### src/rtl/forthsuper_pkg.sv
// Shared types and ASCII constants for the Forth number formatting blocks.
package forthsuper_pkg;

  typedef enum logic [2:0] {IT0, DIV, SGN, EMT, SPC, FIN} itoa_sts;

  localparam logic [7:0] CH_0     = 8'h30;
  localparam logic [7:0] CH_A_LC  = 8'h61;
  localparam logic [7:0] CH_MINUS = 8'h2d;
  localparam logic [7:0] CH_SPACE = 8'h20;

  function automatic logic [7:0] digit_char(input logic [3:0] d);
    return (d < 4'd10) ? (CH_0 + {4'd0, d}) : (CH_A_LC + {4'd0, d} - 8'd10);
  endfunction

endpackage

### src/rtl/udiv10.sv
// Sequential restoring divide-by-10; quotient and remainder valid when done pulses,
// DSZ cycles after start.
module udiv10 #(
  parameter int DSZ = 32
) (
  input  logic           clk,
  input  logic           rst,
  input  logic           start,
  input  logic [DSZ-1:0] dividend,
  output logic [3:0]     rem,
  output logic [DSZ-1:0] quo,
  output logic           done
);
  localparam int CW = $clog2(DSZ);

  logic [DSZ-1:0] q_q, q_d, src;
  logic [3:0]     r_q, r_d, rin;
  logic [4:0]     trial;
  logic           ge;
  logic [CW-1:0]  cnt_q;
  logic           act_q, done_q;

  // The start cycle already performs the first bit step, so only DSZ-1 follow.
  always_comb begin
    src   = start ? dividend : q_q;
    rin   = start ? 4'd0 : r_q;
    trial = {rin, src[DSZ-1]};
    ge    = (trial >= 5'd10);
    r_d   = ge ? 4'(trial - 5'd10) : trial[3:0];
    q_d   = {src[DSZ-2:0], ge};
  end

  always_ff @(posedge clk) begin
    if (rst) begin
      act_q  <= 1'b0;
      done_q <= 1'b0;
      cnt_q  <= '0;
    end else begin
      done_q <= 1'b0;
      if (start) begin
        act_q <= 1'b1;
        cnt_q <= CW'(DSZ - 1);
      end else if (act_q) begin
        cnt_q <= cnt_q - 1'b1;
        if (cnt_q == CW'(1)) begin
          act_q  <= 1'b0;
          done_q <= 1'b1;
        end
      end
    end
  end

  always_ff @(posedge clk) begin
    if (start || act_q) begin
      q_q <= q_d;
      r_q <= r_d;
    end
  end

  assign rem  = r_q;
  assign quo  = q_q;
  assign done = done_q;

endmodule

### src/rtl/itoa.sv
// Integer-to-ASCII bus writer: signed decimal or lowercase hex, one byte per cycle.
// Define ITOA_SPACE_EN to append a trailing space after the digits.
module itoa
  import forthsuper_pkg::*;
#(
  parameter int ASZ = 17,
  parameter int DSZ = 32
) (
  input  logic           clk,
  input  logic           rst,
  input  logic           en,
  input  logic           hex,
  input  logic [DSZ-1:0] vi,
  input  logic [ASZ-1:0] tib,
  output logic           bsy,
  output logic           we,
  output logic [ASZ-1:0] ma,
  output logic [7:0]     mo,
  output logic [7:0]     len,
  output logic           done
);
  localparam int DMAX = DSZ * 3 / 10 + 1;
  localparam int SPW  = $clog2(DMAX + 1);

  itoa_sts        st_q, st_d;
  logic           neg_q, neg_d, hex_q, hex_d;
  logic [DSZ-1:0] mag_q, mag_d, mag_shr;
  logic [ASZ-1:0] ma_q, ma_d;
  logic [7:0]     mo_q, mo_d, len_q, len_d;
  logic           we_q, we_d, bsy_q, bsy_d, done_q, done_d;
  logic           dbusy_q, dbusy_d;
  logic [SPW-1:0] sp_q, sp_d, sp_top;
  logic [3:0]     stk_q [DMAX];
  logic           push;
  logic [3:0]     push_val, top_dig;

  logic           div_start, div_done;
  logic [3:0]     div_rem;
  logic [DSZ-1:0] div_quo;

  udiv10 #(.DSZ(DSZ)) u_div (
    .clk     (clk),
    .rst     (rst),
    .start   (div_start),
    .dividend(mag_q),
    .rem     (div_rem),
    .quo     (div_quo),
    .done    (div_done)
  );

  assign sp_top  = (sp_q == '0) ? '0 : sp_q - 1'b1;
  assign top_dig = stk_q[sp_top];
  assign mag_shr = mag_q >> 4;

  always_comb begin
    st_d      = st_q;
    neg_d     = neg_q;
    hex_d     = hex_q;
    mag_d     = mag_q;
    ma_d      = ma_q + {{(ASZ-1){1'b0}}, we_q};
    len_d     = len_q + {7'd0, we_q};
    mo_d      = mo_q;
    we_d      = 1'b0;
    bsy_d     = bsy_q;
    done_d    = 1'b0;
    dbusy_d   = dbusy_q;
    sp_d      = sp_q;
    push      = 1'b0;
    push_val  = 4'd0;
    div_start = 1'b0;
    case (st_q)
      IT0: begin
        if (en) begin
          st_d    = DIV;
          neg_d   = ~hex & vi[DSZ-1];
          hex_d   = hex;
          mag_d   = (~hex & vi[DSZ-1]) ? -vi : vi;
          ma_d    = tib;
          len_d   = 8'd0;
          bsy_d   = 1'b1;
          sp_d    = '0;
          dbusy_d = 1'b0;
        end
      end
      DIV: begin
        if (hex_q) begin
          push     = 1'b1;
          push_val = mag_q[3:0];
          mag_d    = mag_shr;
          if (mag_shr == '0) begin
            st_d = SGN;
            we_d = neg_q;
            mo_d = CH_MINUS;
          end
        end else if (!dbusy_q) begin
          div_start = 1'b1;
          dbusy_d   = 1'b1;
        end else if (div_done) begin
          push     = 1'b1;
          push_val = div_rem;
          mag_d    = div_quo;
          dbusy_d  = 1'b0;
          if (div_quo == '0) begin
            st_d = SGN;
            we_d = neg_q;
            mo_d = CH_MINUS;
          end
        end
        if (push) sp_d = sp_q + 1'b1;
      end
      SGN: begin
        st_d = EMT;
        we_d = 1'b1;
        mo_d = digit_char(top_dig);
        sp_d = sp_q - 1'b1;
      end
      EMT: begin
        if (sp_q != '0) begin
          we_d = 1'b1;
          mo_d = digit_char(top_dig);
          sp_d = sp_q - 1'b1;
        end else begin
`ifdef ITOA_SPACE_EN
          st_d = SPC;
          we_d = 1'b1;
          mo_d = CH_SPACE;
`else
          st_d   = FIN;
          done_d = 1'b1;
          bsy_d  = 1'b0;
`endif
        end
      end
`ifdef ITOA_SPACE_EN
      SPC: begin
        st_d   = FIN;
        done_d = 1'b1;
        bsy_d  = 1'b0;
      end
`endif
      FIN:     st_d = IT0;
      default: st_d = IT0;
    endcase
  end

  always_ff @(posedge clk) begin
    if (rst) begin
      st_q    <= IT0;
      bsy_q   <= 1'b0;
      we_q    <= 1'b0;
      done_q  <= 1'b0;
      ma_q    <= '0;
      mo_q    <= '0;
      len_q   <= '0;
      sp_q    <= '0;
      dbusy_q <= 1'b0;
    end else begin
      st_q    <= st_d;
      bsy_q   <= bsy_d;
      we_q    <= we_d;
      done_q  <= done_d;
      ma_q    <= ma_d;
      mo_q    <= mo_d;
      len_q   <= len_d;
      sp_q    <= sp_d;
      dbusy_q <= dbusy_d;
    end
  end

  always_ff @(posedge clk) begin
    neg_q <= neg_d;
    hex_q <= hex_d;
    mag_q <= mag_d;
    if (push) stk_q[sp_q] <= push_val;
  end

  assign bsy  = bsy_q;
  assign we   = we_q;
  assign ma   = ma_q;
  assign mo   = mo_q;
  assign len  = len_q;
  assign done = done_q;

endmodule

### config.mk
export PLATFORM = sky130hd
export DESIGN_NAME = itoa
export DESIGN_NICKNAME = d
export VERILOG_FILES = /design/src/rtl/forthsuper_pkg.sv /design/src/rtl/udiv10.sv /design/src/rtl/itoa.sv
export SDC_FILE = /design/constraint.sdc
export NUM_CORES = 1
export LEC_CHECK = 0
export BUFFER_PORTS_ARGS = -buffer_cell sky130_fd_sc_hd__buf_2
export CAP_MARGIN = 20
export CORE_MARGIN = 1
export CORE_UTILIZATION = 54
export DETAILED_ROUTE_END_ITERATION = 7
export PLACE_DENSITY_LB_ADDON = 0.05
export SYNTH_ARGS = -nofsm -noshare
export SYNTH_HDL_FRONTEND = slang
export SYNTH_HIERARCHICAL = 1
export SYNTH_SLANG_ARGS = --single-unit
export TNS_END_PERCENT = 50
### constraint.sdc
create_clock -name clk -period 3.5 [get_ports clk]
set_input_delay 0.7 -clock clk [delete_from_list [all_inputs] [get_ports clk]]
set_output_delay 0.7 -clock clk [all_outputs]
set_load 0.05 [all_outputs]
==> qor.yml, run 1 <==
slew_headroom: 0.396
fin_crit_ps: 3040
p_leak_nw: 3.59
slew_violations: 0
dieArea_um2: 15900
grt_start_max_net_pins: 45
dr.pass1.iters: 4
die_h_um: 126
synth_area_leaders: "edfxtp_1 (40%), dfxtp_1 (12%), mux2_2 (4.5%)"
fin_crit_sh: 0.869
cts_hold_buf: 0
fin_hold_ws_ps: 474
worst_pin_slew_ps: 894
hold_viol: 0
clock_skew_ps: 8.35
finalWirelength_um: 19000
synth_nets: 840
hold_depth: 2
yosysSeqAreaShare: 0.517
crit_fanout: 17
final_cell_mix: "edfxtp_1 (110), nor2_1 (94), buf_2 (87)"
cts_resized: 0
crit_arrival_ps: 3310
cts_buffers: 17
hp-start: "mo[5]"
htreeDepth: 4
synth.cell_area_um2: 8320
peakVddDrop_v: 0.000358
synth_top_area_frac: 0.397
worstSetupEndpointType: "register"
netSwitchingFraction: 0.252
place_congestion: 0.856
reg2reg_from: "sp_q[0]"
ys_warn_count: 6
grt_pass1_vias: 5981
power_density_nw_per_um2: 529
antenna_found_initial: 0
drt_iter0_markers: 498
power.switching_w: 0.00128
pwr-share-comb: 0.134
outcome: "complete, no violations"
drtAntennaViolNets: 0
grt_usage: 0.247
synth-main-ff-cell: "edfxtp_1"
fillers: 1219
cts_setup_buffers: 0
maxCapViolCount: 0
regArea_um2: 4300
hpwl_um: 13300
clk_latency_ps: 430
clock_path_buffers: 2
clkSinkCount: 160
path_clk_slew_ps: 60
critPathRequiredTime_ps: 3770
layout_commonest_cell: "edfxtp_1"
overflow: 0
drc: 0
cts_tree: "built"
pwr-share-clk: 0.418
root_buffer: "clkbuf_16"
drive_above_1_share: 0.208
diodes: 0
setup_violations: 0
p_int_w: 0.00379
io_pins: 89
fmax_mhz: 329
seq_power_share: 0.448
synth.avg_cell_area_um2: 10.8
rows: 45
fin_setup_tns_ps: 0
fp.dieW_um: 126
nets: 915
core_um2: 15100
r2r_end: "mo[2]"
vias: 6225
start_util: 0.549
synth-edff-count: 110
rsz0062_at_grt: "false"
multiInputGateArea_um2: 3760
ff2ff_setup_slack_ps: 460
start_kind: "register"
via_per_inst: 5.93
hold_path_end: "mo[5]"
syn_inst: 773
yosysUniqueCellTypes: 74
async_flop_share: 0
synth_largest_area_cell: "edfxtp_1"
crit_type: "reg -> reg"
grt_pass1_wl_um: 30600
ys_ff_latch: 160
worstRegToRegCells: 11
hp-class: "reg -> reg"
io_buffers: 87
wire_per_inst_um: 18.1
areaGrowthSynthToFinish_pct: 15.1
-- area by class of cell --
cell class,count,area share
Clock buffer,23,0.0589
Clock inverter,9,0.0139
Inverter,20,0.00784
Multi-Input combinational cell,553,0.393
Sequential cell,160,0.449
Tap cell,188,0.0246
Timing Repair Buffer,96,0.0525
-- cell usage after synthesis (all sizes together), types with 5 or more instances --
cell type,n
nor4,18
xor2,27
o31ai,7
nand2,39
o21ai,19
a211oi,28
clkbuf,24
a31oi,7
nor3,20
mux2,33
a21oi,66
nor3b,5
nand3,15
ha,14
edfxtp,110
and3,9
nor2,94
nor2b,10
mux2i,37
and2,6
buf,16
inv,19
xnor2,27
nand4,7
dfxtp,50
nor4b,5
nand2b,11
-- critical path, cell delays in order (launching register included) --
cell and delay (ps):
dfxtp_1 310, inv_1 190, ha_1 310, nor3b_4 600, nor2_1 200, mux2i_1 170
o221ai_1 370, inv_1 140, ha_1 240, nand2_1 80, mux2i_1 190, a211oi_1 80
-- metal layers --
| metal | part of all wire | GRT usage |
|---|---|---|
| met5 | 0 | 0 |
| met2 | 0.50 | 0.420 |
| met3 | 0.045 | 0.0408 |
| met4 | 0.020 | 0.101 |
| met1 | 0.44 | 0.313 |
-- through the flow --
step	util	std cells	total power (W)	instance area [um^2]	setup slack (ps)
2_1_floorplan	-	773	0.00278	8320	777
3_3_place_gp	0.586	1017	0.00296	8880	416
4_1_cts	0.632	1049	0.00509	9580	503
6_report	0.632	1049	0.00507	9580	458
5_1_grt	0.632	1049	0.00523	9580	210
3_5_place_dp	0.586	1017	0.00298	8880	259
-- flip-flops by register name (all words and copies together), names as in the netlist, 3 cells and up --
name         flops
stk_q           40
mag_q           32
u_div/quo       32
ma              17
len              8
mo               7
u_div/cnt_q      5
sp_q             4
u_div/rem        4
st_q             3
-- worst max path at each step --
stage                     cells past startpoint  startpoint        end  slack (ps)
after floorplan                              13     sp_q[0]      mo[2]         780
after global placement                        8       vi[8]  mag_q[29]         420
after detailed placement                      8       vi[8]  mag_q[27]         260
after CTS                                    11     sp_q[0]      mo[2]         500
after global routing                         11     sp_q[0]      mo[2]         210
final                                        11     sp_q[0]      mo[2]         460
-- power groups by stage --
stage	registers, W	clock network (W)	logic [W]
after global placement	0.00231	0	0.000657
after CTS	0.00227	0.00215	0.000676
after detailed placement	0.00231	0	0.000673
after floorplan	0.00233	0	0.000456
after global routing	0.00229	0.00220	0.000746
final	0.00227	0.00212	0.000677
-- cell families (layout without fill, tap and decap cells) --
| family | count (synthesis) | after routing | share of synthesized area |
|---|---|---|---|
| fa+ha+maj | 14 | 14 | 0.0210 |
| flops | 160 | 160 | 0.517 |
| xor+xnor | 54 | 54 | 0.0568 |
| other cells | 1 | 1 | 0.000451 |
| mux | 70 | 70 | 0.0896 |
| simple gates | 258 | 258 | 0.161 |
| compound gates | 156 | 156 | 0.123 |
| buf+inv | 60 | 148 | 0.0314 |
Power figures use the tool's default switching activity.
==> inputs of run 2 (changes only) <==
--- a/config.mk
+++ b/config.mk
@@ -11,8 +11,8 @@
 export CORE_UTILIZATION = 54
 export DETAILED_ROUTE_END_ITERATION = 7
 export PLACE_DENSITY_LB_ADDON = 0.05
+export SKIP_CTS_REPAIR_TIMING = 1
 export SYNTH_ARGS = -nofsm -noshare
 export SYNTH_HDL_FRONTEND = slang
-export SYNTH_HIERARCHICAL = 1
 export SYNTH_SLANG_ARGS = --single-unit
 export TNS_END_PERCENT = 50
==> run 2 against run 1 <==
Worst setup slack got worse by 71 ps. Area after synthesis about the same. Fmax decreased by 2.3%. Die area about the same. Count of clock-buffer cells in the layout decreased by 6. Combinational power increased by 77%. Critical path type unchanged. Via count increased by 4.1%.
==> qor.yml, run 2 <==
crit_arrival_ps: 3460  # +150 ps
hpwl_um: 13600  # +2.0%
path_cells: "inv_1 -> ha_2 -> and2_1 -> nor2_1 -> o211a_1 -> o31ai_1 -> ha_1 -> nand2_1 -> or3_1 -> a221oi_2"
grt_pass1_wl_um: 30900  # +1.1%
synth.cell_area_um2: 8320  # about the same
power_density_nw_per_um2: 576  # +8.7%
clock_path_buffers: 2  # unchanged
hold_depth: 2  # unchanged
clk_latency_ps: 430  # about the same
cts_buffers: 17  # unchanged
synth.avg_cell_area_um2: 9.81  # -8.8%
maxCapViolCount: 0  # unchanged
worstSetupEndpointType: "register"
die_h_um: 126  # about the same
place_congestion: 0.870  # +1.7%
clock_skew_ps: 6.07  # -2.27 ps
htreeDepth: 4  # unchanged
hp-class: "reg -> reg"
ys_ff_latch: 160  # unchanged
hold_path_end: "mo[4]"
cp_slowest_stage_delay_ps: 540  # -60 ps
r2r_end: "mo[2]"
regMostFlops: "stk_q"
root_buffer: "clkbuf_16"
largest_register_ffs: 40  # unchanged
dr.pass1.iters: 5  # +1
grt_pass1_vias: 6222  # +4.0%
synthTopCellsByCount: "nand2_1 (135), edfxtp_1 (110), nor2_1 (94), a21oi_1 (75), dfxtp_1 (50)"
seq_power_share: 0.450  # +0.002
fp.dieW_um: 126  # about the same
antenna_found_initial: 0  # unchanged
path_clk_slew_ps: 70  # about the same
async_flop_share: 0  # unchanged
yosysUniqueCellTypes: 67  # -9.5%
io_pins: 89  # unchanged
drtAntennaViolNets: 0  # unchanged
crit_type: "reg -> reg"
diodes: 0  # unchanged
drt_iter0_markers: 407  # -18%
rows: 45  # unchanged
peakVddDrop_v: 0.000361  # +0.69%
nets: 986  # +7.8%
cts_tree: "built"
synth_largest_area_cell: "edfxtp_1"
synth_area_leaders: "edfxtp_1 (40%), dfxtp_1 (12%), nand2_1 (6.1%)"
syn_inst: 848  # +9.7%
via_per_inst: 5.78  # -2.5%
crit_fanout: 14  # -3
p_leak_nw: 3.74  # +4.4%
io_buffers: 87  # unchanged
power.switching_w: 0.00174  # +36%
vias: 6478  # +4.1%
yosysSeqAreaShare: 0.517  # about the same
dieArea_um2: 15900  # about the same
slew_violations: 0  # unchanged
fillers: 1290  # +5.8%
crit_path_top_delay_cell: "ha_2"
finalWirelength_um: 18800  # -0.99%
fin_crit_ps: 3110  # +70.7 ps
drc: 0  # unchanged
synth-main-ff-cell: "edfxtp_1"
clkSinkCount: 160  # unchanged
synth-edff-count: 110  # unchanged
synth_top_area_frac: 0.397  # about the same
fin_util: 0.626  # -0.00578
wire_per_inst_um: 16.8  # -7.3%
outcome: "complete, no violations"
pwr-share-comb: 0.219  # +0.085
grt_usage: 0.247  # -0.000255
overflow: 0  # unchanged
setup_violations: 0  # unchanged
core_um2: 15100  # unchanged
worstRegToRegCells: 10  # -1
fin_crit_sh: 0.889  # +0.0202
rsz0062_at_grt: "false"
hold_viol: 0  # unchanged
p_int_w: 0.00372  # -1.8%
fin_setup_tns_ps: 0  # unchanged
grt_start_max_net_pins: 51  # +13%
final_cell_mix: "nand2_1 (135), edfxtp_1 (110), nor2_1 (94)"
pwr-share-clk: 0.331  # -0.087
ys_warn_count: 0  # -6
layout_commonest_cell: "nand2_1"
fmax_mhz: 321  # -2.3%
start_util: 0.550  # about the same
synth_nets: 915  # +8.9%
critPathRequiredTime_ps: 3840  # +70 ps
areaGrowthSynthToFinish_pct: 14.0
netSwitchingFraction: 0.318  # +0.0662
synth_most_common_cell: "nand2_1"
reg2reg_from: "sp_q[1]"
post-place-cells: 1088  # +7.0%
worst_pin_slew_ps: 753  # -141 ps
drive_above_1_share: 0.171  # -0.0373
slew_headroom: 0.496  # +0.101
finalNonFillerCells: 1120  # +6.8%
ff2ff_setup_slack_ps: 390  # -70 ps
hp-start: "mo[4]"
start_kind: "register"
-- run 2: worst max-delay path by stage --
| stage | start | to | slack (ps) | cells after the start |
|---|---|---|---|---|
| 6_report | sp_q[1] | mo[2] | 390 | 10 |
| 3_5_place_dp | sp_q[1] | mo[2] | 320 | 10 |
| 2_1_floorplan | en | mag_q[0] | 190 | 2 |
| 5_1_grt | sp_q[1] | mo[2] | 130 | 10 |
| 3_3_place_gp | sp_q[1] | mo[2] | 430 | 10 |
| 4_1_cts | sp_q[1] | mo[2] | 300 | 10 |
-- run 2: final cells by class --
type | instances | area [um^2] | area share
inverters | 17 | 63.8 | 0.00673
well taps | 188 | 235 | 0.0248
flip-flops and latches | 160 | 4300 | 0.454
clock inverters | 15 | 149 | 0.0157
repair buffers | 101 | 541 | 0.0570
multi-input cells | 622 | 3770 | 0.397
clock buffers | 17 | 425 | 0.0448
-- run 2: power by group through the flow --
| stage | Clock [W] | Combinational (W) | Sequential (W) |
|---|---|---|---|
| final | 0.00181 | 0.00120 | 0.00246 |
| after floorplan | 0 | 0.000823 | 0.00253 |
| after CTS | 0.00183 | 0.00119 | 0.00245 |
| after detailed placement | 0 | 0.00119 | 0.00249 |
| after global routing | 0.00192 | 0.00132 | 0.00248 |
| after global placement | 0 | 0.00116 | 0.00249 |
-- run 2: cell families (layout without fill, tap and decap cells) --
logic type	count (synthesis)	count (layout)	share of synthesized area
other	1	1	0.000451
buffers and inverters	66	150	0.0337
AO/OA/AOI/OAI	158	158	0.120
flip-flops	160	160	0.517
XOR/XNOR	57	57	0.0600
adder cells (fa/ha/maj)	14	14	0.0210
multiplexers	38	38	0.0495
AND/OR/NAND/NOR	354	354	0.198
-- run 2: routing by layer --
metal  wire length [um]  track usage
met1               8470        0.314
met2               9070        0.410
met3                829       0.0489
met4                447        0.105
met5                  0            0
-- run 2: worst max-delay path, delay by kind of cell (launching register included) --
family          cells  cell delay [ps]
buf+inv             1              140
fa+ha+maj           2              780
compound gates      3              900
simple gates        4              710
flops               1              500
-- run 2: metrics by stage --
step / area (um^2) / worst slack (ps) / power [W] / hold WS [ps]
after CTS: 9490 / 304 / 0.00547 / 455
after detailed placement: 8910 / 318 / 0.00368 / 446
after global routing: 9490 / 127 / 0.00572 / 478
after global placement: 8910 / 432 / 0.00365 / 432
after floorplan: 8330 / 190 / 0.00335 / 505
final: 9490 / 387 / 0.00546 / 450
==> inputs of run 3 (changes only) <==
--- a/config.mk
+++ b/config.mk
@@ -7,10 +7,13 @@
 export LEC_CHECK = 0
 export BUFFER_PORTS_ARGS = -buffer_cell sky130_fd_sc_hd__buf_2
 export CAP_MARGIN = 20
+export CELL_PAD_IN_SITES_DETAIL_PLACEMENT = 1
+export CELL_PAD_IN_SITES_GLOBAL_PLACEMENT = 2
 export CORE_MARGIN = 1
-export CORE_UTILIZATION = 54
+export CORE_UTILIZATION = 38
 export DETAILED_ROUTE_END_ITERATION = 7
 export PLACE_DENSITY_LB_ADDON = 0.05
+export REMOVE_ABC_BUFFERS = 1
 export SKIP_CTS_REPAIR_TIMING = 1
 export SYNTH_ARGS = -nofsm -noshare
 export SYNTH_HDL_FRONTEND = slang
==> run 3 against run 2 <==
Final cell count is 7.5% higher. First-iteration DRC count is 17% lower. Sequential power hardly changed. Count of clock-buffer cells in the layout stayed put. Routed wire length is 20% higher. Critical endpoint unchanged.
==> qor.yml, run 3 (synthesis results as in run 2) <==
overflow: 0  # unchanged
wire_per_inst_um: 18.8  # +12%
start_kind: "register"
place_congestion: 0.815  # -6.3%
largest_register_ffs: 40  # unchanged
grt_start_max_net_pins: 51  # unchanged
p_leak_nw: 3.70  # -1.2%
fin_crit_ps: 3130  # +17.0 ps
clock_path_buffers: 2  # unchanged
io_pins: 89  # unchanged
fin_hold_ws_ps: 450  # +0.0600 ps
cts_buffers: 17  # unchanged
dr.pass1.iters: 4  # -1
clock_skew_ps: 11.3  # +5.19 ps
die_h_um: 150  # +19%
drtAntennaViolNets: 0  # unchanged
hp-class: "reg -> reg"
dieArea_um2: 22500  # +41%
start_util: 0.392  # -0.157
drive_above_1_share: 0.166  # -0.00483
rsz0062_at_grt: "false"
finalWirelength_um: 22600  # +20%
setup_violations: 0  # unchanged
nets: 986  # unchanged
fin_crit_sh: 0.894  # +0.00485
vias: 6521  # +0.66%
crit_fanout: 10  # -4
fmax_mhz: 320  # -0.54%
grt_pass1_vias: 6727  # +8.1%
fp.dieW_um: 150  # +19%
rows: 53  # +18%
outcome: "complete, no violations"
crit_arrival_ps: 3480  # +20 ps
root_buffer: "clkbuf_16"
critPathRequiredTime_ps: 3850  # about the same
cts_tree: "built"
worstSetupEndpointType: "register"
clk_latency_ps: 430  # about the same
hpwl_um: 16500  # +22%
crit_type: "reg -> reg"
htreeDepth: 4  # unchanged
regMostFlops: "stk_q"
fin_util: 0.449  # -0.177
maxCapViolCount: 0  # unchanged
final_cell_mix: "nand2_1 (135), edfxtp_1 (110), nor2_1 (94)"
antenna_found_initial: 0  # unchanged
grt_usage: 0.210  # -0.0365
layout_commonest_cell: "nand2_1"
slew_violations: 0  # unchanged
core_um2: 21200  # +40%
diodes: 0  # unchanged
grt_pass1_wl_um: 36300  # +18%
drt_iter0_markers: 337  # -17%
path_clk_slew_ps: 70  # about the same
peakVddDrop_v: 0.000215  # -40%
clkSinkCount: 160  # unchanged
io_buffers: 87  # unchanged
slew_headroom: 0.455  # -0.0410
worst_pin_slew_ps: 814  # +61.3 ps
drc: 0  # unchanged
hold_viol: 0  # unchanged
areaGrowthSynthToFinish_pct: 14.6
power_density_nw_per_um2: 567  # -1.5%
via_per_inst: 5.42  # -6.4%
## run 3: path summary, 6_finish.rpt
path	slack (ps)	cells after the start	start	to
setup / recovery	370	11	sp_q[1]	mo[2]
hold / removal	450	2	mo[5]	mo[5]
setup reg to reg	370	11	sp_q[1]	mo[2]
hold reg to reg	450	2	mo[5]	mo[5]
## run 3: report_power, final
group          internal [W]  switching (W)  leakage [nW]  total, W
Clock              0.000954       0.000747         0.236   0.00170
Sequential          0.00228       0.000188          1.45   0.00246
Combinational      0.000446       0.000797          2.01   0.00124
Total               0.00368        0.00173          3.70   0.00541
## run 3: layout make-up
type                    count  area (um^2)
multi-input cells         622         3760
clock inverters            12         98.8
well taps                 275          344
flip-flops and latches    160         4300
clock buffers              17          425
fillers                  2425        11700
repair buffers            101          541
inverters                  17         63.8
## run 3: worst max-delay path, cell delays in order (launching register included)
cell,delay [ps]
dfxtp_1,490
inv_1,130
ha_1,470
buf_4,250
o21ai_0,220
o211ai_1,140
o211a_1,180
o31ai_2,340
ha_1,240
nand2_1,60
or3_1,320
a221oi_2,200
## run 3: routing by layer
| layer | global-route usage | wire length, um | vias up |
|---|---|---|---|
| met4 | 0.0586 | 328 | 0 |
| met2 | 0.361 | 11100 | 143 |
| li1 | - | - | 3181 |
| met3 | 0.0369 | 826 | 23 |
| met1 | 0.270 | 10300 | 3174 |
| met5 | 0 | 0 | - |
## run 3: stage by stage
step                cell area, um^2  setup WS (ps)  cells  total power (W)  setup TNS (ps)
floorplan                      8110          -3660    799          0.00331         -197300
global placement               9010            429   1175          0.00369               0
detailed placement             9010            258   1175          0.00374               0
CTS                            9530            185   1204          0.00545               0
global route                   9540           78.8   1204          0.00566               0
finish                         9540            371   1204          0.00541               0
